--- config.mk ---
export PLATFORM = sky130hd
export DESIGN_NAME = branch_predictor
export DESIGN_NICKNAME = d
export VERILOG_FILES = /design/src/rtl/branch_predictor.sv
export SDC_FILE = /design/constraint.sdc
export NUM_CORES = 2
export LEC_CHECK = 0
export CORE_UTILIZATION = 50
export CTS_CLUSTER_SIZE = 14
export DETAILED_ROUTE_END_ITERATION = 10
export HOLD_SLACK_MARGIN = 0.05
export PLACE_DENSITY = 0.66
export SKIP_CTS_REPAIR_TIMING = 1
export SKIP_LAST_GASP = 1
export SYNTH_ARGS = -nofsm -noshare
export SYNTH_HDL_FRONTEND = slang
export SYNTH_SLANG_ARGS = --single-unit
--- constraint.sdc ---
create_clock -name clk -period 8.15 [get_ports clk]
set_input_delay 1.63 -clock clk [delete_from_list [all_inputs] [get_ports clk]]
set_output_delay 1.63 -clock clk [all_outputs]
set_load 0.01 [all_outputs]
--- src/rtl/branch_predictor.sv ---
// IF-stage dynamic branch predictor: direct-mapped BTB with 2-bit saturating counters.
// Define BRANCH_PRED_GSHARE_EN to fold a global history register into the index (bimodal otherwise).
module branch_predictor #(
    parameter int unsigned ENTRY_BITS = 5,
    parameter int unsigned HIST_BITS  = 5
) (
    input  logic                  clk,
    input  logic                  reset,
    input  logic [31:0]           if_pc,
    output logic [31:0]           pred_pc,
    output logic                  pred_taken,
    output logic [ENTRY_BITS-1:0] pred_index,
    input  logic                  upd_valid,
    input  logic                  upd_is_branch,
    input  logic [31:0]           upd_pc,
    input  logic [ENTRY_BITS-1:0] upd_index,
    input  logic                  upd_taken,
    input  logic [31:0]           upd_target
);

    localparam int unsigned ENTRIES = 1 << ENTRY_BITS;
    localparam int unsigned TAG_W   = 32 - ENTRY_BITS - 2;

    if (HIST_BITS > ENTRY_BITS) begin : g_hist_check
        $error("HIST_BITS must not exceed ENTRY_BITS");
    end

    logic [ENTRIES-1:0] valid_q;
    logic [TAG_W-1:0]   tag_q    [ENTRIES];
    logic [31:0]        target_q [ENTRIES];
    logic [1:0]         ctr_q    [ENTRIES];

    logic [ENTRY_BITS-1:0] lk_index;
    logic                  lk_hit;
    logic [TAG_W-1:0]      upd_tag;
    logic                  upd_hit;
    logic [1:0]            upd_ctr;
    logic                  unused_upd_pc_low;

    assign upd_tag           = upd_pc[31:ENTRY_BITS+2];
    assign unused_upd_pc_low = ^upd_pc[ENTRY_BITS+1:0];

`ifdef BRANCH_PRED_GSHARE_EN
    logic [HIST_BITS-1:0] ghr_q;
    logic [HIST_BITS-1:0] hist;

    // History shifts only on resolved conditional branches.
    always_ff @(posedge clk) begin
        if (reset) begin
            ghr_q <= '0;
        end else if (upd_valid && upd_is_branch) begin
            ghr_q <= {ghr_q[HIST_BITS-2:0], upd_taken};
        end
    end

    assign hist     = reset ? '0 : ghr_q;
    assign lk_index = if_pc[ENTRY_BITS+1:2] ^ ENTRY_BITS'(hist);
`else
    assign lk_index = if_pc[ENTRY_BITS+1:2];
`endif

    // Lookup sees pre-update state; reset masks any stale hit in the reset cycle.
    always_comb begin
        lk_hit     = valid_q[lk_index] && (tag_q[lk_index] == if_pc[31:ENTRY_BITS+2]);
        pred_taken = !reset && lk_hit && ctr_q[lk_index][1];
        pred_pc    = pred_taken ? target_q[lk_index] : if_pc + 32'd4;
        pred_index = lk_index;
    end

    // Next counter value for the entry named by upd_index.
    always_comb begin
        upd_hit = valid_q[upd_index] && (tag_q[upd_index] == upd_tag);
        upd_ctr = ctr_q[upd_index];
        if (!upd_hit) begin
            upd_ctr = upd_is_branch ? 2'b10 : 2'b11;
        end else if (!upd_is_branch) begin
            upd_ctr = 2'b11;
        end else if (upd_taken) begin
            upd_ctr = (ctr_q[upd_index] == 2'b11) ? 2'b11 : ctr_q[upd_index] + 2'd1;
        end else begin
            upd_ctr = (ctr_q[upd_index] == 2'b00) ? 2'b00 : ctr_q[upd_index] - 2'd1;
        end
    end

    always_ff @(posedge clk) begin
        if (reset) begin
            valid_q <= '0;
            for (int i = 0; i < ENTRIES; i++) begin
                ctr_q[i] <= 2'b01;
            end
        end else if (upd_valid && (upd_hit || upd_taken)) begin
            valid_q[upd_index] <= 1'b1;
            ctr_q[upd_index]   <= upd_ctr;
        end
    end

    // Tag and target carry no reset: they are only meaningful behind valid.
    always_ff @(posedge clk) begin
        if (!reset && upd_valid && upd_taken) begin
            target_q[upd_index] <= upd_target;
            if (!upd_hit) begin
                tag_q[upd_index] <= upd_tag;
            end
        end
    end

endmodule

==> reports/qor.yml <==
global_routing:
  grt_pass1_vias: 46093
  antenna_found_initial: 19
  grt_max_degree: 80
  grt_usage_pct: 29.8
  grt_pass1_wl_um: 348000
  grt.overflow.total: 0
placed_design:
  portBuffers: 136
  gp_congestion: 0.892
  dp_cells: 6534
  hpwl_um: 147000
critical_path:
  r2r_start: "tag_q[5][1]$_DFFE_PP_"
  crit_type: "in2out"
  start_kind: "input port"
  r2r_cells: 13
  r2r_end: "tag_q[12][2]$_DFFE_PP_"
  worstPathArrival_ps: 6270
  worstPathMaxFanout: 37
  worstPathRequired_ps: 6520
  rrSetupSlack_ps: 3380
  setup.worst_path.end_class: "primary output"
worst_hold_path:
  hp-start: "valid_q[21]$_SDFFE_PP0P_"
  min_to: "valid_q[21]$_SDFFE_PP0P_"
  whs_path_depth: 1
  hold_path.class: "reg2reg"
logic_synthesis:
  synth_area_um2: 82100
  synth_warnings: 0
  synth_fp_nets: 4385
  ys_types: 73
  synth-edff-count: 1888
  ys_seq_elements: 1920
  synthCells: 4278
  seq_area_frac_synth_pct: 69.8
  synthArstFlopShare_pct: 0
  syn_area_per_cell_um2: 19.2
  ys.flop_type: "edfxtp_1"
floorplan:
  die_x_um: 407
  start_util_pct: 50.4
  core.rowCount: 148
  coreArea_um2: 163000
  num_io_pins: 144
  die_height_um: 407
  die_area_um2: 166000
detailed_routing:
  antenna_left: 0
  wl_um: 249000
  drtPass1Iterations: 9
  vias_per_cell: 6.81
  drtIter0Drc: 7016
  drc: 2
  vias: 47012
  wl_per_cell_um: 36.1
power_and_ir_drop:
  p_leak_nw: 30.7
  p_per_area_nw_per_um2: 225
  p_total_w: 0.0212
  peakVddDrop_mv: 0.223
cells_and_area:
  final_cell_mix: "edfxtp_1, mux2i_1, mux4_2"
  final_common_cell: "edfxtp_1"
  area_delta_synth_final_pct: 14.9
  final_cells: 6900
  fin_nets: 4661
  layout-drive-gt1-share_pct: 24.6
clocking:
  h-tree-depth: 4
  insertion_delay_ps: 850
  cts_root_buffer: "clkbuf_16"
  cts_tree: "yes"
  path_clk_slew_ps: 60
  cts_buffers: 193
  cts_sinks: 1920
  clk_path_buf_depth: 3
sta:
  timing.fmax_mhz: 127
  period_share_pct: 97.0
  fin_tns_setup_ps: 0
  slew_viol_final: 0
  slew_headroom_pct: 8.20
  fin_skew_ps: 52.3
  rsz0062_at_grt: "no"
  hold_viol: 0
  setup_violations: 0
  tightest_slew_ps: 1370
  finalCriticalPeriod_ps: 7900
run_status:
  status: "complete, but fails checks"
  violations: "design-rule violations"
flow_run:
  maxCapViolCount: 0
## flip-flops by register name, summed over array words and instances, names as in the netlist
signal,count
tag_q,800
ctr_q,64
target_q,1024
valid_q,32
## power breakdown
part           internal, W  leakage (nW)  switching, W  total (W)
sequential          0.0109          17.3     0.0000184     0.0109
combinational     0.000571          10.3      0.000852    0.00142
clock              0.00496          3.06       0.00389    0.00885
## cell families after synthesis
kind of cell / count (synthesis) / share of synthesized area (%)
adder cells (fa/ha/maj): 1 / 0.0152
multiplexers: 1057 / 20.6
flip-flops: 1920 / 69.8
AND/OR/NAND/NOR: 414 / 2.76
buffers and inverters: 323 / 1.73
AO/OA/AOI/OAI: 513 / 4.55
XOR/XNOR: 50 / 0.533
## per-layer routing
metal | track usage [%] | part of all wire [%] | up-vias
met3 | 5.65 | 9.7 | 592
met4 | 11.8 | 4.4 | 18
li1 | - | - | 18713
met5 | 0 | 0.049 | -
met2 | 48.2 | 48 | 2927
met1 | 40.1 | 37 | 24762
## worst max path at each step
stage,to,startpoint,depth (start not counted)
2_1_floorplan,pred_pc[22],if_pc[2],11
3_3_place_gp,pred_taken,if_pc[2],13
3_5_place_dp,pred_taken,if_pc[2],13
4_1_cts,pred_taken,if_pc[2],13
5_1_grt,pred_taken,if_pc[2],13
6_report,pred_taken,if_pc[2],13
## metrics by stage
step	hold WS, ps	cell area (µm²)	worst slack, ps	utilization, %
final	492	94300	247	57.9
after global placement	455	88000	260	54.0
after detailed placement	475	88000	330	54.0
after global routing	503	94300	41.8	57.9
after CTS	489	94300	310	57.9
after floorplan	441	82100	1330	-
## layout make-up
class	count	area [µm²]
antenna	8	20.0
sequential	1920	57300
clock inverter	122	1220
fill	12098	68700
multi-input combinational	2035	23900
clock buffer	236	5070
inverter	12	52.6
timing repair buffer	392	4010
tap	2175	2720
## synth_stat cells, drive strengths merged (8+ instances only)
library cell | instances | area (µm²)
edfxtp | 1888 | 56700
mux2i | 546 | 5470
mux4 | 504 | 11400
o22ai | 202 | 1280
clkbuf | 159 | 598
buf | 152 | 774
nor2 | 94 | 353
nand2 | 68 | 255
a22oi | 54 | 405
nand3 | 54 | 270
nor4 | 45 | 282
o21ai | 43 | 215
a21oi | 37 | 185
a22o | 37 | 324
dfxtp | 32 | 641
a211oi | 31 | 338
xnor2 | 31 | 272
and3 | 29 | 181
o221ai | 29 | 254
xor2 | 19 | 166
nand4 | 16 | 100
or4 | 13 | 97.6
nor3 | 12 | 60.1
a2111oi | 11 | 153
inv | 11 | 41.3
or3b | 11 | 96.4
a221oi | 10 | 87.6
nor2b | 10 | 62.6
a31oi | 9 | 56.3
and2 | 9 | 56.3
o31ai | 9 | 81.3
and4 | 8 | 70.1
o2bb2ai | 8 | 70.1
## worst max-delay path, stage by stage
cell	delay [ps]
buf_8	340
buf_12	320
mux4_2	570
a22o_1	240
a211oi_1	400
nor3_1	100
nor4b_1	520
buf_4	230
and4_1	320
nor4b_1	290
buf_4	180
and3_1	410
clkdlybuf4s50_1	620
No activity file was read; power rests on OpenSTA's default activity.
